===== config.mk =====
export PLATFORM = sky130hd
export DESIGN_NAME = hdlverifier_jtag_dr_shifter
export DESIGN_NICKNAME = d
export VERILOG_FILES = /design/src/rtl/hdlverifier_jtag_pkg.sv /design/src/rtl/hdlverifier_jtag_sipo_piso.sv /design/src/rtl/hdlverifier_jtag_dr_shifter.sv
export SDC_FILE = /design/constraint.sdc
export NUM_CORES = 1
export LEC_CHECK = 0
export ABC_AREA = 1
export CAP_MARGIN = 10
export CORE_ASPECT_RATIO = 1.5
export CORE_MARGIN = 2
export CORE_UTILIZATION = 40
export DETAILED_ROUTE_END_ITERATION = 8
export PLACE_DENSITY = 0.73
export SYNTH_ARGS = -nofsm -noshare
export SYNTH_HDL_FRONTEND = slang
export SYNTH_SLANG_ARGS = --single-unit

===== constraint.sdc =====
create_clock -name tck -period 1.9 [get_ports tck]
set_clock_uncertainty 0.05 [all_clocks]
set_input_delay 0.57 -clock tck [delete_from_list [all_inputs] [get_ports tck]]
set_output_delay 0.57 -clock tck [all_outputs]
set_load 0.01 [all_outputs]

===== src/rtl/hdlverifier_jtag_pkg.sv =====
`default_nettype none
// +--------------------------------------------------------------------------+
// | hdlverifier_jtag_pkg: shared types/constants for the JTAG DR shifter.     |
// | Revision: 1.0                                                            |
// +--------------------------------------------------------------------------+
package hdlverifier_jtag_pkg;

  typedef enum logic [2:0] {
    ST_IDLE   = 3'd0,
    ST_HEADER = 3'd1,
    ST_WRITE  = 3'd2,
    ST_READ   = 3'd3,
    ST_DRAIN  = 3'd4,
    ST_LOOP   = 3'd5
  } state_t;

  localparam int HDR_BITS = 8;

  localparam logic [7:0] CMD_WRITE = 8'h01;
  localparam logic [7:0] CMD_READ  = 8'h02;
  localparam logic [7:0] CMD_LOOP  = 8'h03;
  localparam logic [7:0] CMD_CLEAR = 8'h04;

  localparam int STAT_RD_VALID    = 7;
  localparam int STAT_WR_READY    = 6;
  localparam int STAT_OVERFLOW    = 5;
  localparam int STAT_UNDERFLOW   = 4;
  localparam int STAT_VERSION_LSB = 0;

  function automatic logic [HDR_BITS-1:0] status_byte(
    input logic       rd_valid,
    input logic       wr_ready,
    input logic       overflow,
    input logic       underflow,
    input logic [3:0] version
  );
    logic [HDR_BITS-1:0] s;
    s                          = '0;
    s[STAT_RD_VALID]           = rd_valid;
    s[STAT_WR_READY]           = wr_ready;
    s[STAT_OVERFLOW]           = overflow;
    s[STAT_UNDERFLOW]          = underflow;
    s[STAT_VERSION_LSB +: 4]   = version;
    return s;
  endfunction

endpackage
`default_nettype wire


===== src/rtl/hdlverifier_jtag_sipo_piso.sv =====
`default_nettype none
// +--------------------------------------------------------------------------+
// | hdlverifier_jtag_sipo_piso: paired serial-in / serial-out shift registers |
// | with parallel load and a wrapping bit counter.  Revision: 1.0            |
// +--------------------------------------------------------------------------+
module hdlverifier_jtag_sipo_piso
  import hdlverifier_jtag_pkg::*;
#(
  parameter int DATA_WIDTH = 32,
  parameter int CNT_W      = $clog2(DATA_WIDTH)
) (
  input  logic                  clk,
  input  logic                  rst_n,
  input  logic                  i_shift_en,
  input  logic                  i_si,
  input  logic                  i_out_si,
  input  logic                  i_load_en,
  input  logic [DATA_WIDTH-1:0] i_load_val,
  input  logic                  i_cnt_clr,
  input  logic [CNT_W-1:0]      i_cnt_last,
  output logic [DATA_WIDTH-2:0] o_in_sr,
  output logic                  o_so,
  output logic [CNT_W-1:0]      o_bit_cnt
);

  // The in-shifter holds one bit less than a word: the live tdi completes it.
  logic [DATA_WIDTH-2:0] r_in_sr;
  logic [DATA_WIDTH-1:0] r_out_sr;
  logic [CNT_W-1:0]      r_bit_cnt;

  always_ff @(posedge clk or negedge rst_n) begin
    if (!rst_n) begin
      r_in_sr   <= '0;
      r_out_sr  <= '0;
      r_bit_cnt <= '0;
    end else begin
      if (i_shift_en)
        r_in_sr <= {i_si, r_in_sr[DATA_WIDTH-2:1]};
      if (i_load_en)
        r_out_sr <= i_load_val;
      else if (i_shift_en)
        r_out_sr <= {i_out_si, r_out_sr[DATA_WIDTH-1:1]};
      if (i_cnt_clr)
        r_bit_cnt <= '0;
      else if (i_shift_en)
        r_bit_cnt <= (r_bit_cnt == i_cnt_last) ? '0 : r_bit_cnt + CNT_W'(1);
    end
  end

  assign o_in_sr   = r_in_sr;
  assign o_so      = r_out_sr[0];
  assign o_bit_cnt = r_bit_cnt;

endmodule
`default_nettype wire


===== src/rtl/hdlverifier_jtag_dr_shifter.sv =====
`default_nettype none
// +--------------------------------------------------------------------------+
// | hdlverifier_jtag_dr_shifter: JTAG user DR <-> valid/ready word streams.   |
// | Optional link loopback: define HDLV_JTAG_DR_LOOPBACK_EN.  Revision: 1.0   |
// +--------------------------------------------------------------------------+
module hdlverifier_jtag_dr_shifter
  import hdlverifier_jtag_pkg::*;
#(
  parameter int         DATA_WIDTH = 32,
  parameter logic [3:0] VERSION    = 4'h1
) (
  input  logic                  tck,
  input  logic                  jtag_reset_n,
  input  logic                  tdi,
  output logic                  tdo,
  input  logic                  capture_dr,
  input  logic                  shift_dr,
  input  logic                  update_dr,
  output logic [DATA_WIDTH-1:0] wr_data,
  output logic                  wr_valid,
  input  logic                  wr_ready,
  input  logic [DATA_WIDTH-1:0] rd_data,
  input  logic                  rd_valid,
  output logic                  rd_ready,
  output logic                  overflow,
  output logic                  underflow
);

  localparam int              CNT_W       = $clog2(DATA_WIDTH);
  localparam logic [CNT_W-1:0] c_hdr_last  = CNT_W'(HDR_BITS - 1);
  localparam logic [CNT_W-1:0] c_word_last = CNT_W'(DATA_WIDTH - 1);

  state_t                r_state;
  state_t                w_state_nxt;
  logic [7:0]            r_cmd;
  logic [DATA_WIDTH-1:0] r_wr_data;
  logic                  r_wr_valid;
  logic                  r_rd_ready;
  logic                  r_overflow;
  logic                  r_underflow;

  logic                  w_shift_en;
  logic                  w_out_si;
  logic                  w_load_en;
  logic [DATA_WIDTH-1:0] w_load_val;
  logic                  w_cnt_clr;
  logic [CNT_W-1:0]      w_cnt_last;
  logic                  w_cmd_ld;
  logic                  w_wr_end;
  logic                  w_ovf_set;
  logic                  w_unf_set;
  logic                  w_rd_take;
  logic                  w_flag_clr;
  logic [DATA_WIDTH-2:0] w_in_sr;
  logic [CNT_W-1:0]      w_bit_cnt;
  logic                  w_so;
  logic                  w_last;
  logic [7:0]            w_hdr;
  logic [DATA_WIDTH-1:0] w_wr_word;
  logic [DATA_WIDTH-1:0] w_rd_word;

  assign w_cnt_last = (r_state == ST_HEADER) ? c_hdr_last : c_word_last;
  assign w_last     = (w_bit_cnt == w_cnt_last);
  assign w_hdr      = {tdi, w_in_sr[DATA_WIDTH-2 -: HDR_BITS-1]};
  assign w_wr_word  = {tdi, w_in_sr};
  assign w_rd_word  = rd_valid ? rd_data : '0;

`ifdef HDLV_JTAG_DR_LOOPBACK_EN
  // 8-bit pre-delay chained into the DATA_WIDTH-deep out-shifter gives DATA_WIDTH+8.
  logic [HDR_BITS-1:0] r_loop_sr;

  always_ff @(posedge tck or negedge jtag_reset_n) begin
    if (!jtag_reset_n)
      r_loop_sr <= '0;
    else if (w_shift_en && (r_state == ST_LOOP))
      r_loop_sr <= {tdi, r_loop_sr[HDR_BITS-1:1]};
  end

  assign w_out_si = (r_state == ST_LOOP) ? r_loop_sr[0] : 1'b0;
`else
  assign w_out_si = 1'b0;
`endif

  always_ff @(posedge tck or negedge jtag_reset_n) begin
    if (!jtag_reset_n)
      r_state <= ST_IDLE;
    else
      r_state <= w_state_nxt;
  end

  always_comb begin
    w_state_nxt = r_state;
    w_shift_en  = 1'b0;
    w_load_en   = 1'b0;
    w_load_val  = '0;
    w_cnt_clr   = 1'b0;
    w_cmd_ld    = 1'b0;
    w_wr_end    = 1'b0;
    w_ovf_set   = 1'b0;
    w_unf_set   = 1'b0;
    w_rd_take   = 1'b0;
    w_flag_clr  = 1'b0;
    if (capture_dr) begin
      w_state_nxt = ST_HEADER;
      w_cnt_clr   = 1'b1;
      w_load_en   = 1'b1;
      w_load_val  = DATA_WIDTH'(status_byte(rd_valid, wr_ready, r_overflow,
                                            r_underflow, VERSION));
    end else if (update_dr) begin
      w_state_nxt = ST_IDLE;
      w_flag_clr  = (r_state == ST_DRAIN) && (r_cmd == CMD_CLEAR);
    end else if (shift_dr) begin
      case (r_state)
        ST_HEADER: begin
          w_shift_en = 1'b1;
          if (w_last) begin
            w_cmd_ld  = 1'b1;
            w_load_en = 1'b1;
            case (w_hdr)
              CMD_WRITE: w_state_nxt = ST_WRITE;
              CMD_READ: begin
                w_state_nxt = ST_READ;
                w_load_val  = w_rd_word;
                w_rd_take   = rd_valid;
                w_unf_set   = ~rd_valid;
              end
`ifdef HDLV_JTAG_DR_LOOPBACK_EN
              CMD_LOOP:  w_state_nxt = ST_LOOP;
`endif
              default:   w_state_nxt = ST_DRAIN;
            endcase
          end
        end
        ST_WRITE: begin
          w_shift_en = 1'b1;
          if (w_last) begin
            w_wr_end  = 1'b1;
            w_ovf_set = ~wr_ready;
          end
        end
        ST_READ: begin
          w_shift_en = 1'b1;
          if (w_last) begin
            w_load_en  = 1'b1;
            w_load_val = w_rd_word;
            w_rd_take  = rd_valid;
            w_unf_set  = ~rd_valid;
          end
        end
        ST_DRAIN: w_shift_en = 1'b1;
`ifdef HDLV_JTAG_DR_LOOPBACK_EN
        ST_LOOP:  w_shift_en = 1'b1;
`endif
        default: ;
      endcase
    end
  end

  // A set in the same cycle as a pending clear wins.
  always_ff @(posedge tck or negedge jtag_reset_n) begin
    if (!jtag_reset_n) begin
      r_cmd       <= '0;
      r_wr_data   <= '0;
      r_wr_valid  <= 1'b0;
      r_rd_ready  <= 1'b0;
      r_overflow  <= 1'b0;
      r_underflow <= 1'b0;
    end else begin
      if (w_cmd_ld)
        r_cmd <= w_hdr;
      if (w_wr_end)
        r_wr_data <= w_wr_word;
      r_wr_valid  <= w_wr_end & wr_ready;
      r_rd_ready  <= w_rd_take;
      r_overflow  <= w_ovf_set | (r_overflow & ~w_flag_clr);
      r_underflow <= w_unf_set | (r_underflow & ~w_flag_clr);
    end
  end

  hdlverifier_jtag_sipo_piso #(
    .DATA_WIDTH (DATA_WIDTH),
    .CNT_W      (CNT_W)
  ) u_sr (
    .clk        (tck),
    .rst_n      (jtag_reset_n),
    .i_shift_en (w_shift_en),
    .i_si       (tdi),
    .i_out_si   (w_out_si),
    .i_load_en  (w_load_en),
    .i_load_val (w_load_val),
    .i_cnt_clr  (w_cnt_clr),
    .i_cnt_last (w_cnt_last),
    .o_in_sr    (w_in_sr),
    .o_so       (w_so),
    .o_bit_cnt  (w_bit_cnt)
  );

  assign tdo       = w_so;
  assign wr_data   = r_wr_data;
  assign wr_valid  = r_wr_valid;
  assign rd_ready  = r_rd_ready;
  assign overflow  = r_overflow;
  assign underflow = r_underflow;

endmodule
`default_nettype wire

======== Word level (Yosys, flattened, before mapping) ========
Cells that the tools add are included.
storage, ports and cells
  register bits after elaboration ......... 115
  input port bits ......................... 40
  logic and storage cells ................. 95
operators by class
  reduce and logical (&&, ||, !) cells .... 9
  add/sub/neg operators ................... 1
  bitwise logic cells ..................... 8
  muxes and demuxes ....................... 59
  equal/unequal tests ..................... 8
operators with widths
  operator               count
  $mux W32               9
  $pmux W32 S2           1
  $mux W1                37
  $mux W5                4
  $mux W3                5
  $reduce_bool A3 Y1     3
  $eq A8 B1 Y1 const B   1
  $eq A8 B2 Y1 const B   1
  $eq A8 B3 Y1 const B   1
  $eq A3 B2 Y1 const B   2
  $pmux W3 S2            1
  $add A5 B1 Y5 const B  1
  $eq A5 B5 Y1           1
  $pmux W1 S2            2
  $reduce_bool A2 Y1     2
  $reduce_or A4 Y1       1
  $and A1 B1 Y1          3
  $eq A3 B1 Y1 const B   1
  $eq A3 B3 Y1 const B   1
  $not A1 Y1             3
  $reduce_and A3 Y1      1
  $or A1 B1 Y1           2
  $reduce_or A2 Y1       1
  $logic_and A1 B1 Y1    1

======== Longest topological paths before layout ========
Gate-level depths: netlist of run 1.
  depth after elaboration ................. 9
  gate-level depth with buffers ........... 11
  gate-level depth less buffers ........... 10

======== Hierarchy ========
From an unflattened synthesis of run 1, not the netlist that was laid out.
second synthesis, totals
  cell total of the unflattened synthesis .. 682
  area total of the unflattened synthesis .. 5686.7 sq um
modules (own cells, without submodules)
  module                       instances  cells an instance  area each (sq um)
  hdlverifier_jtag_sipo_piso   1          361                3072.9
  hdlverifier_jtag_dr_shifter  1          321                2613.8

======== Least setup slack after synthesis of run 1 ========
OpenSTA, ideal clock, no wires.
  path kind ............................... input to register
  start ................................... in capture_dr
  end ..................................... reg u_sr.r_out_sr[24]
  slack ................................... 0.212 ns
  library setup time ...................... 0.065 ns
  stages .................................. 9
  arrival ................................. 1.573 ns
  data required time ...................... 1.785 ns
  cells stage by stage .................... buf_2 > inv_2 > nand4_4 > a21oi_4 > buf_6 > nand3_1 > nand2_1 > nand2_1 > nand2_1
between the ends
  word-level cells in the longest chain between the ends .. 2
  elaborated cells between the ends (all ways) .. 5
ends and longest elaborated chain
  what                                                   line                                RTL
  from (decl)                                            hdlverifier_jtag_dr_shifter.sv:16   input logic capture_dr,
  $mux W32 / $mux W1 (equally long branches)             hdlverifier_jtag_dr_shifter.sv:103  if (capture_dr) begin
  $mux W32 / $reduce_bool A2 Y1 (equally long branches)  n/a
  to (signal assigned)                                   hdlverifier_jtag_sipo_piso.sv:40    r_out_sr <= i_load_val;
  to (signal assigned)                                   hdlverifier_jtag_sipo_piso.sv:42    r_out_sr <= {i_out_si, r_out_sr[DATA_WIDTH-1:1]};
  to (decl)                                              hdlverifier_jtag_sipo_piso.sv:28    logic [DATA_WIDTH-1:0] r_out_sr;
Several ways; a longest one is shown, not always the timed one.
A chain may end at the register's enable or synchronous reset.

======== Final worst setup path of run 1 ========
  start ................................... in update_dr
  end ..................................... reg u_sr.r_in_sr[3], in the netlist u_sr.o_in_sr[3]
between the ends
  word-level cells in the longest chain between the ends .. 2
ends and longest elaborated chain
  what                  line                                RTL
  from (decl)           hdlverifier_jtag_dr_shifter.sv:18   input logic update_dr,
  $mux W1               hdlverifier_jtag_dr_shifter.sv:109  end else if (update_dr) begin
  $mux W1               hdlverifier_jtag_dr_shifter.sv:103
  to (signal assigned)  hdlverifier_jtag_sipo_piso.sv:38    r_in_sr <= {i_si, r_in_sr[DATA_WIDTH-2:1]};
  to (decl)             hdlverifier_jtag_sipo_piso.sv:27    logic [DATA_WIDTH-2:0] r_in_sr;
No other way between the ends.

==> impl_metrics.py, run 1 <==
metrics = {
    "power_and_ir_drop": {
        "switching_share_pct": 24.60,
        "peakVddDrop_mv": 0.5807,
        "power.density_mw_per_mm2": 902.8,
        "static-leakage-power_nw": 3.543,
        "combinationalPowerShare_pct": 6.4,
        "clock_power_share_pct": 52.2,
        "power.sequential.fraction_pct": 41.4,
        "net-switching-power_mw": 1.512,
        "internal-power_mw": 4.633,
    },
    "timing": {
        "fin_crit_sh_pct": 94.12,
        "setup_viol": 0,
        "final_period_minus_worst_setup_slack_ns": 1.788,
        "worst_slew_pin_slew_ns": 0.5952,
        "setup-tns-final_ns": 0,
        "timing.max_slew.rel_slack_pct": 60.32,
        "maxSlewViolCount": 0,
        "worst_case_setup_margin_in_the_final_layout_ns": 0.1118,
        "clock.fmax_ghz": 0.5592,
        "final-hold-violation-count": 0,
    },
    "global_routing": {
        "first_global_vias": 4335,
        "antenna_found_initial": 0,
        "grt.total_usage_pct": 17.48,
        "wire_length_of_the_first_global_routing_pass_um": 19720,
        "gr-total-overflow": 0,
        "grt_max_degree": 116,
    },
    "critical_path": {
        "timing_worst_setup_path_type": "in2reg",
        "slowest_stage": "sky130_fd_sc_hd__clkdlybuf4s50_1",
        "timing.critical_path.arrival_ns": 2.05,
        "r2r_setup_slack_ns": 0.12,
        "max_stage_delay_ns": 0.53,
        "timing.critical_path.from_type": "input pin",
        "path_cells": "clkdlybuf4s50_1 > nor3_2 > nand2_2 > buf_12 > o21ai_0",
        "endpoint_kind": "register",
        "highest_net_fanout_along_the_worst_path": 62,
        "worst_ep_required_time_ns": 2.17,
    },
    "routing": {
        "dr.first_iter.drc_count": 251,
        "postRouteWirelength_um": 11510,
        "total_number_of_vias": 4414,
        "vias_per_cell": 4.999,
        "final_antenna_net_count": 0,
        "drc": 0,
        "wire_per_inst_um": 13.04,
        "number_of_search_and_repair_iterations_in_the_first_detailed_routing_pass": 5,
    },
    "final_layout": {
        "leading_cell_type_in_the_layout_fill_and_taps_excluded": "sky130_fd_sc_hd__nand2_1",
        "finalNetCount": 752,
        "num-fill-cells": 1160,
        "antenna_cells": 0,
        "syn2layout_area_growth_pct": 30.46,
        "final_layout_size_suffix_gt1_share_pct": 12.29,
        "most-common-layout-cells": "sky130_fd_sc_hd__nand2_1, sky130_fd_sc_hd__dfrtp_1, sky130_fd_sc_hd__nand3_1, sky130_fd_sc_hd__inv_1, sky130_fd_sc_hd__o21ai_0",
    },
    "place": {
        "placement.io_buffers": 76,
        "routabilityCongestion": 0.8435,
        "pre_cts_slack_ns": -0.2893,
        "place.detailed.hpwl_um": 7646,
    },
    "die": {
        "chipHeight_um": 143.9,
        "io-pin-count": 77,
        "die-area_mm2": 0.01399,
        "initial_core_util_pct": 40.48,
        "coreArea_mm2": 0.01289,
        "die_width_um": 97.25,
        "placement_rows": 51,
    },
    "clocking": {
        "clockRootBuffer": "sky130_fd_sc_hd__clkbuf_16",
        "ctsLongestPathBuffers": 2,
        "deepest_level_of_the_cts_h_tree": 4,
        "clk_transition_reported_paths_ns": 0.06,
        "postCtsHoldBufs": 0,
        "cts_sinks": 115,
        "worstSkewPairLatency_ns": 0.41,
        "tritoncts": "done",
        "numCtsBuffers": 17,
    },
    "synthesis": {
        "syn_avg_cell_area_um2": 8.388,
        "synth_top_area_cell": "sky130_fd_sc_hd__dfrtp_1",
        "synth.lib_cells_used.distinct": 33,
        "synth_warnings": 0,
        "synth.ff_latch_count": 115,
        "postSynthCellCount": 622,
        "syn-cell-area_mm2": 0.005218,
        "mappedNetlistNets": 663,
        "area_contributors_post_synth": "sky130_fd_sc_hd__dfrtp_1, sky130_fd_sc_hd__nand2_1, sky130_fd_sc_hd__nand3_1, sky130_fd_sc_hd__inv_1, sky130_fd_sc_hd__o21ai_0",
        "synth-seq-area-share_pct": 55.16,
        "post-synth-top-area-fraction_pct": 55.16,
    },
    "job": {
        "max_cap_violations": 0,
    },
    "worst_hold_path": {
        "hold_path.class": "in2async",
    },
    "run_status": {
        "run_status": "finished, final reports clean",
    },
}
==> flip-flops by register name (all words and copies together) (netlist names) <==
name,cells
wr_data,32
u_sr.r_out_sr,32
u_sr.o_bit_cnt,5
underflow,1
rd_ready,1
u_sr.o_in_sr,31
r_cmd,8
wr_valid,1
overflow,1
r_state,3
==> stage by stage <==
step / instance area (µm²) / std cells / hold WS (ns) / utilization, % / total power [mW]
after CTS: 6783 / 882 / 0.2200 / 52.62 / 6.202
final: 6807 / 883 / 0.2006 / 52.81 / 6.145
after detailed placement: 6227 / 850 / 0.4153 / 48.31 / 2.981
after global routing: 6807 / 883 / 0.2516 / 52.81 / 6.361
after floorplan: 5218 / 622 / 0.2244 / - / 2.759
after global placement: 6227 / 850 / 0.4053 / 48.31 / 2.969
==> cell type report <==
| type | instances | area [µm²] | share of cell area, % |
|---|---|---|---|
| flip-flops and latches | 115 | 2878 | 42.28 |
| inverters | 66 | 247.7 | 3.640 |
| clock buffers | 17 | 425.4 | 6.250 |
| clock inverters | 15 | 168.9 | 2.482 |
| well taps | 159 | 198.9 | 2.923 |
| repair buffers | 102 | 998.5 | 14.67 |
| multi-input cells | 409 | 1889 | 27.76 |
==> cell families (layout without fill, tap and decap cells) <==
kind of cell	after synthesis	count (layout)	synth area share (%)
buffers and inverters	98	200	8.825
adder cells (fa/ha/maj)	1	1	0.2398
XOR/XNOR	1	1	0.1679
AO/OA/AOI/OAI	93	93	9.880
flip-flops	115	115	55.16
AND/OR/NAND/NOR	314	314	25.73
==> cells in the mapped netlist, drive strengths merged <==
cell type / number
a22o: 1
inv: 66
nand3: 70
a21oi: 14
o211ai: 3
buf: 27
nor3: 2
clkbuf: 5
nand2: 209
o21ai: 71
xor2: 1
nor2: 28
a31oi: 1
nand4: 3
o22ai: 3
dfrtp: 115
ha: 1
nor4: 2
==> per-layer routing <==
| metal | vias to the layer above | GRT usage [%] | share of wire (%) |
|---|---|---|---|
| met5 | - | 0 | 0 |
| met4 | 0 | 8.991 | 2.6 |
| met3 | 30 | 3.842 | 4.6 |
| met2 | 137 | 31.03 | 52 |
| met1 | 2084 | 19.80 | 41 |
| li1 | 2163 | - | - |
==> worst max-delay path, delay by kind of cell <==
kind	cells	cell delay [ns]
AOI/OAI and AO/OA	1	0.21
buffers and inverters	2	0.75
and+or+nand+nor	2	0.51
==> path summary, 6_finish.rpt <==
check                                   from                to  depth (start not counted)
max                                update_dr   u_sr.o_in_sr[3]                          5
min                             jtag_reset_n   u_sr.o_in_sr[1]                          2
max reg2reg                u_sr.o_bit_cnt[1]  u_sr.r_out_sr[4]                         11
min reg2reg                         r_cmd[4]          r_cmd[4]                          2
max in group asynchronous       jtag_reset_n       wr_data[23]                          2
min in group tck                    r_cmd[4]          r_cmd[4]                          2
==> what timing repair did <==
action	CTS	global route
gates resized for setup	38	5
endpoints found under the setup margin	58	59
buffers inserted	0	1
pin swaps	0	2
==> power groups by stage <==
stage	sequential, mW	combinational, mW	clock [mW]
3_5_place_dp	2.59	0.395	0
4_1_cts	2.54	0.396	3.26
3_3_place_gp	2.58	0.386	0
6_report	2.54	0.393	3.21
5_1_grt	2.55	0.443	3.37
2_1_floorplan	2.58	0.181	0
Power figures use the tool's default switching activity.
==> run 2: changes to the inputs <==
--- a/config.mk
+++ b/config.mk
@@ -10,7 +10,9 @@
 export CORE_ASPECT_RATIO = 1.5
 export CORE_MARGIN = 2
 export CORE_UTILIZATION = 40
+export CTS_CLUSTER_DIAMETER = 120
 export DETAILED_ROUTE_END_ITERATION = 8
+export GPL_ROUTABILITY_DRIVEN = 0
 export PLACE_DENSITY = 0.73
 export SYNTH_ARGS = -nofsm -noshare
 export SYNTH_HDL_FRONTEND = slang
==> constraint.sdc (replaced) <==
create_clock -name tck -period 1.9 [get_ports tck]
set_clock_uncertainty 0.05 [all_clocks]
set_input_delay 0.57 -clock tck [delete_from_list [all_inputs] [get_ports tck]]
set_output_delay 0.57 -clock tck [all_outputs]
set_load 0.02 [all_outputs]
==> impl_metrics.py, run 2 (synthesis gave the netlist of run 1 again) <==
metrics = {
    "run_status": {
        "run_status": "finished, final reports clean",
    },
    "final_layout": {
        "layoutNonFillerInstCount": 883,
        "most-common-layout-cells": "sky130_fd_sc_hd__nand2_1, sky130_fd_sc_hd__dfrtp_1, sky130_fd_sc_hd__nand3_1, sky130_fd_sc_hd__inv_1, sky130_fd_sc_hd__o21ai_0",
        "final_layout_size_suffix_gt1_share_pct": 12.29,
        "finalNetCount": 752,
        "num-fill-cells": 1160,
        "leading_cell_type_in_the_layout_fill_and_taps_excluded": "sky130_fd_sc_hd__nand2_1",
        "antenna_cells": 0,
        "syn2layout_area_growth_pct": 30.38,
    },
    "global_routing": {
        "grt_use_met1_pct": 19.80,
        "wire_length_of_the_first_global_routing_pass_um": 19720,
        "grt_use_met3_pct": 3.842,
        "grt.total_usage_pct": 17.48,
        "met2_usage_pct": 31.03,
        "grt_most_used_layer": "met2",
        "gr-total-overflow": 0,
        "antenna_found_initial": 0,
        "first_global_vias": 4335,
        "grt_max_degree": 116,
    },
    "critical_path": {
        "timing_worst_setup_path_type": "in2reg",
        "endpoint_kind": "register",
        "highest_net_fanout_along_the_worst_path": 62,
        "timing.critical_path.from_type": "input pin",
        "timing.critical_path.arrival_ns": 2.06,
        "worst_ep_required_time_ns": 2.17,
    },
    "die": {
        "chipHeight_um": 143.9,
        "coreArea_mm2": 0.01289,
        "die-area_mm2": 0.01399,
        "placement_rows": 51,
        "initial_core_util_pct": 40.48,
        "die_width_um": 97.25,
        "io-pin-count": 77,
    },
    "timing": {
        "maxSlewViolCount": 0,
        "fin_crit_sh_pct": 94.23,
        "clock.fmax_ghz": 0.5585,
        "setup_viol": 0,
        "timing.max_slew.rel_slack_pct": 60.30,
        "final-hold-violation-count": 0,
        "worst_slew_pin_slew_ns": 0.5956,
        "final_period_minus_worst_setup_slack_ns": 1.790,
    },
    "routing": {
        "drc": 0,
        "postRouteWirelength_um": 11520,
        "number_of_search_and_repair_iterations_in_the_first_detailed_routing_pass": 5,
        "dr.first_iter.drc_count": 255,
        "vias_per_cell": 5.006,
        "wire_per_inst_um": 13.05,
        "total_number_of_vias": 4420,
        "final_antenna_net_count": 0,
    },
    "place": {
        "placed_cells": 850,
        "place.detailed.hpwl_um": 7646,
        "placement.io_buffers": 76,
    },
    "power_and_ir_drop": {
        "static-leakage-power_nw": 3.529,
        "peakVddDrop_mv": 0.5806,
        "totalPowerFinal_mw": 6.146,
        "power.density_mw_per_mm2": 903.4,
    },
    "job": {
        "max_cap_violations": 0,
    },
    "clocking": {
        "worstSkewPairLatency_ns": 0.41,
        "numCtsBuffers": 17,
        "tritoncts": "done",
        "postCtsHoldBufs": 0,
        "ctsLongestPathBuffers": 2,
        "clk_transition_reported_paths_ns": 0.06,
        "cts_sinks": 115,
        "clockRootBuffer": "sky130_fd_sc_hd__clkbuf_16",
        "deepest_level_of_the_cts_h_tree": 4,
    },
    "worst_hold_path": {
        "hold_path.class": "in2async",
    },
}
## run 2: cell count changes in the layout (fill, tap and decap cells not counted)
cell and delta:
sky130_fd_sc_hd__dlygate4sd2_1 +1, sky130_fd_sc_hd__dlymetal6s2s_1 -1
## run 2: worst max-delay path: stages
cell and delay [ns]:
sky130_fd_sc_hd__clkdlybuf4s50_1 0.53, sky130_fd_sc_hd__nor3_2 0.34, sky130_fd_sc_hd__nand2_2 0.17, sky130_fd_sc_hd__buf_12 0.22, sky130_fd_sc_hd__o21ai_0 0.21
## run 2: report_power, final
group / switching (mW) / internal [mW] / total [mW]
Sequential: 0.0389 / 2.50 / 2.54
Combinational: 0.232 / 0.162 / 0.394
Clock: 1.24 / 1.97 / 3.21
## run 2: cell type report
type,instances,area (µm²),area share (%)
Clock buffer,17,425.4,6.253
Clock inverter,15,168.9,2.483
Inverter,66,247.7,3.642
Multi-Input combinational cell,409,1889,27.77
Sequential cell,115,2878,42.30
Tap cell,159,198.9,2.924
Timing Repair Buffer,102,994.7,14.62
## run 2: through the flow
step                hold WS [ns]  util (%)  cell area (µm²)  setup TNS [ns]  setup slack, ns
finish                    0.2008     52.78             6803               0           0.1096
global route              0.2516     52.78             6803        -0.03305         -0.01737
CTS                       0.2200     52.61             6782               0          0.07371
detailed placement        0.4153     48.31             6227          -27.45          -0.2893
global placement          0.4053     48.31             6227          -23.49          -0.2546
floorplan                 0.2244         -             5218               0           0.2121
## run 2: worst paths after layout
| kind | to | startpoint | cells after the start | slack (ns) |
|---|---|---|---|---|
| min | u_sr.o_in_sr[1] | jtag_reset_n | 2 | 0.20 |
| min in group tck | r_cmd[4] | r_cmd[4] | 2 | 0.43 |
| max | u_sr.o_in_sr[3] | update_dr | 5 | 0.11 |
| max reg2reg | u_sr.r_out_sr[4] | u_sr.o_bit_cnt[1] | 11 | 0.12 |
| max in group asynchronous | wr_data[23] | jtag_reset_n | 2 | 1.18 |
| min reg2reg | r_cmd[4] | r_cmd[4] | 2 | 0.43 |
## run 2: what timing repair did
action	in CTS	in global routing
gates resized for setup	39	4
gates cloned	0	0
pin swaps	0	2
setup buffers	0	1
endpoints found under the setup margin	59	58
## run 2: per-layer routing
| layer | vias to the layer above | share of wire (%) |
|---|---|---|
| li1 | 2163 | - |
| met1 | 2086 | 41 |
| met2 | 141 | 52 |
| met3 | 30 | 4.7 |
| met4 | 0 | 2.6 |
| met5 | - | 0 |
==> run 3: changes to the inputs <==
--- a/config.mk
+++ b/config.mk
@@ -9,11 +9,11 @@
 export CAP_MARGIN = 10
 export CORE_ASPECT_RATIO = 1.5
 export CORE_MARGIN = 2
-export CORE_UTILIZATION = 40
+export CORE_UTILIZATION = 39
 export CTS_CLUSTER_DIAMETER = 120
 export DETAILED_ROUTE_END_ITERATION = 8
 export GPL_ROUTABILITY_DRIVEN = 0
-export PLACE_DENSITY = 0.73
+export PLACE_DENSITY = 0.72
 export SYNTH_ARGS = -nofsm -noshare
 export SYNTH_HDL_FRONTEND = slang
 export SYNTH_SLANG_ARGS = --single-unit
==> impl_metrics.py, run 3 (synthesis gave the netlist of run 1 again) <==
metrics = {
    "run_status": {
        "run_status": "finished, final reports clean",
    },
    "clocking": {
        "postCtsHoldBufs": 0,
        "clockRootBuffer": "sky130_fd_sc_hd__clkbuf_16",
        "postCtsSetupRepairBufs": 0,
        "clk_transition_reported_paths_ns": 0.06,
        "cts_sinks": 115,
        "numCtsBuffers": 17,
        "deepest_level_of_the_cts_h_tree": 4,
        "worstSkewPairLatency_ns": 0.41,
        "ctsLongestPathBuffers": 2,
        "tritoncts": "done",
    },
    "timing": {
        "final_period_minus_worst_setup_slack_ns": 1.824,
        "worst_slew_pin_slew_ns": 0.4690,
        "timing.max_slew.rel_slack_pct": 68.44,
        "final-hold-violation-count": 0,
        "clock.fmax_ghz": 0.5482,
        "rsz0062_at_grt": "no",
        "maxSlewViolCount": 0,
        "fin_crit_sh_pct": 96.01,
        "setup_viol": 0,
    },
    "job": {
        "max_cap_violations": 0,
    },
    "routing": {
        "number_of_search_and_repair_iterations_in_the_first_detailed_routing_pass": 5,
        "postRouteWirelength_um": 11750,
        "final_antenna_net_count": 0,
        "vias_per_cell": 4.977,
        "drc": 0,
        "dr.first_iter.drc_count": 172,
        "total_number_of_vias": 4405,
        "wire_per_inst_um": 13.28,
    },
    "final_layout": {
        "most-common-layout-cells": "sky130_fd_sc_hd__nand2_1, sky130_fd_sc_hd__dfrtp_1, sky130_fd_sc_hd__nand3_1, sky130_fd_sc_hd__inv_1, sky130_fd_sc_hd__o21ai_0",
        "syn2layout_area_growth_pct": 31.58,
        "final_layout_size_suffix_gt1_share_pct": 12.53,
        "leading_cell_type_in_the_layout_fill_and_taps_excluded": "sky130_fd_sc_hd__nand2_1",
        "final_area_mm2": 0.006865,
        "finalNetCount": 754,
        "antenna_cells": 0,
    },
    "critical_path": {
        "endpoint_kind": "register",
        "timing.critical_path.arrival_ns": 2.12,
        "highest_net_fanout_along_the_worst_path": 17,
        "timing_worst_setup_path_type": "in2reg",
        "timing.critical_path.from_type": "input pin",
        "timing.reg2reg.worst_path_depth": 8,
        "worst_ep_required_time_ns": 2.19,
    },
    "power_and_ir_drop": {
        "power.density_mw_per_mm2": 900.3,
        "peakVddDrop_mv": 0.5572,
        "static-leakage-power_nw": 3.549,
        "totalPowerFinal_mw": 6.181,
    },
    "worst_hold_path": {
        "hold_path.class": "in2async",
    },
    "die": {
        "initial_core_util_pct": 40.08,
        "die-area_mm2": 0.01434,
        "placement_rows": 51,
        "die_width_um": 98.44,
        "chipHeight_um": 145.7,
        "io-pin-count": 77,
        "coreArea_mm2": 0.01302,
    },
    "global_routing": {
        "antenna_found_initial": 0,
        "gr-total-overflow": 0,
        "grt_max_degree": 70,
        "wire_length_of_the_first_global_routing_pass_um": 19750,
        "first_global_vias": 4378,
        "grt.total_usage_pct": 16.81,
    },
    "place": {
        "placement.io_buffers": 76,
        "place.detailed.hpwl_um": 7932,
        "postPlaceCellArea_mm2": 0.006242,
    },
}
[run 3: changes by cell type in the layout (fill, tap and decap cells not counted), sizes merged]
cell      change
inv           -6
clkinv        +3
clkinvlp      +2
buf           +1
bufinv        +1
clkbuf        +1
[run 3: routing by layer]
metal	share of wire (%)	global-route usage [%]
met3	3.9	4.371
met1	42	19.06
met2	53	29.80
met4	0.71	6.781
met5	0	0
[run 3: critical path, stage by stage]
cell and delay, ns:
sky130_fd_sc_hd__clkdlybuf4s50_1 0.64, sky130_fd_sc_hd__nor2_1 0.11, sky130_fd_sc_hd__nand2_1 0.12, sky130_fd_sc_hd__nand2_1 0.10
sky130_fd_sc_hd__inv_1 0.16, sky130_fd_sc_hd__buf_4 0.25, sky130_fd_sc_hd__nand2_1 0.09, sky130_fd_sc_hd__nand2_1 0.08
[run 3: area by class of cell]
| type | instances | area (µm²) |
|---|---|---|
| multi-input cells | 409 | 1904 |
| repair buffers | 104 | 1027 |
| fillers | 1233 | 6152 |
| clock buffers | 17 | 425.4 |
| well taps | 159 | 198.9 |
| flip-flops and latches | 115 | 2878 |
| inverters | 66 | 247.7 |
| clock inverters | 15 | 183.9 |
[run 3: repair_timing]
action,in CTS,in global routing
pin swaps,0,1
setup endpoints to repair,57,59
resized for setup,39,6
gates cloned,0,1
[run 3: through the flow]
stage	hold slack, ns	utilization, %	setup slack [ns]	std cells	TNS [ns]
5_1_grt	0.1152	52.74	0.0001346	885	0
4_1_cts	0.1029	52.33	0.04864	884	0
2_1_floorplan	0.2244	-	0.2121	622	0
3_5_place_dp	0.4158	47.95	-0.3240	852	-28.92
6_report	0.09785	52.74	0.07582	885	0
3_3_place_gp	0.4065	47.95	-0.2514	852	-22.67
[run 3: final timing paths]
path | from | endpoint | slack (ns)
setup / recovery | update_dr | u_sr.r_out_sr[18] | 0.08
hold / removal | jtag_reset_n | wr_data[30] | 0.1
setup reg to reg | u_sr.o_bit_cnt[0] | wr_data[17] | 0.12
hold reg to reg | wr_data[4] | wr_data[4] | 0.42
max in group asynchronous | jtag_reset_n | wr_data[18] | 1.35
min in group tck | wr_data[4] | wr_data[4] | 0.42
[run 3: power by group]
part           leakage, nW  switching, mW  total, mW  internal [mW]
sequential            1.59         0.0413       2.55           2.51
combinational         1.67          0.236      0.400          0.164
clock                0.295           1.16       3.23           2.07
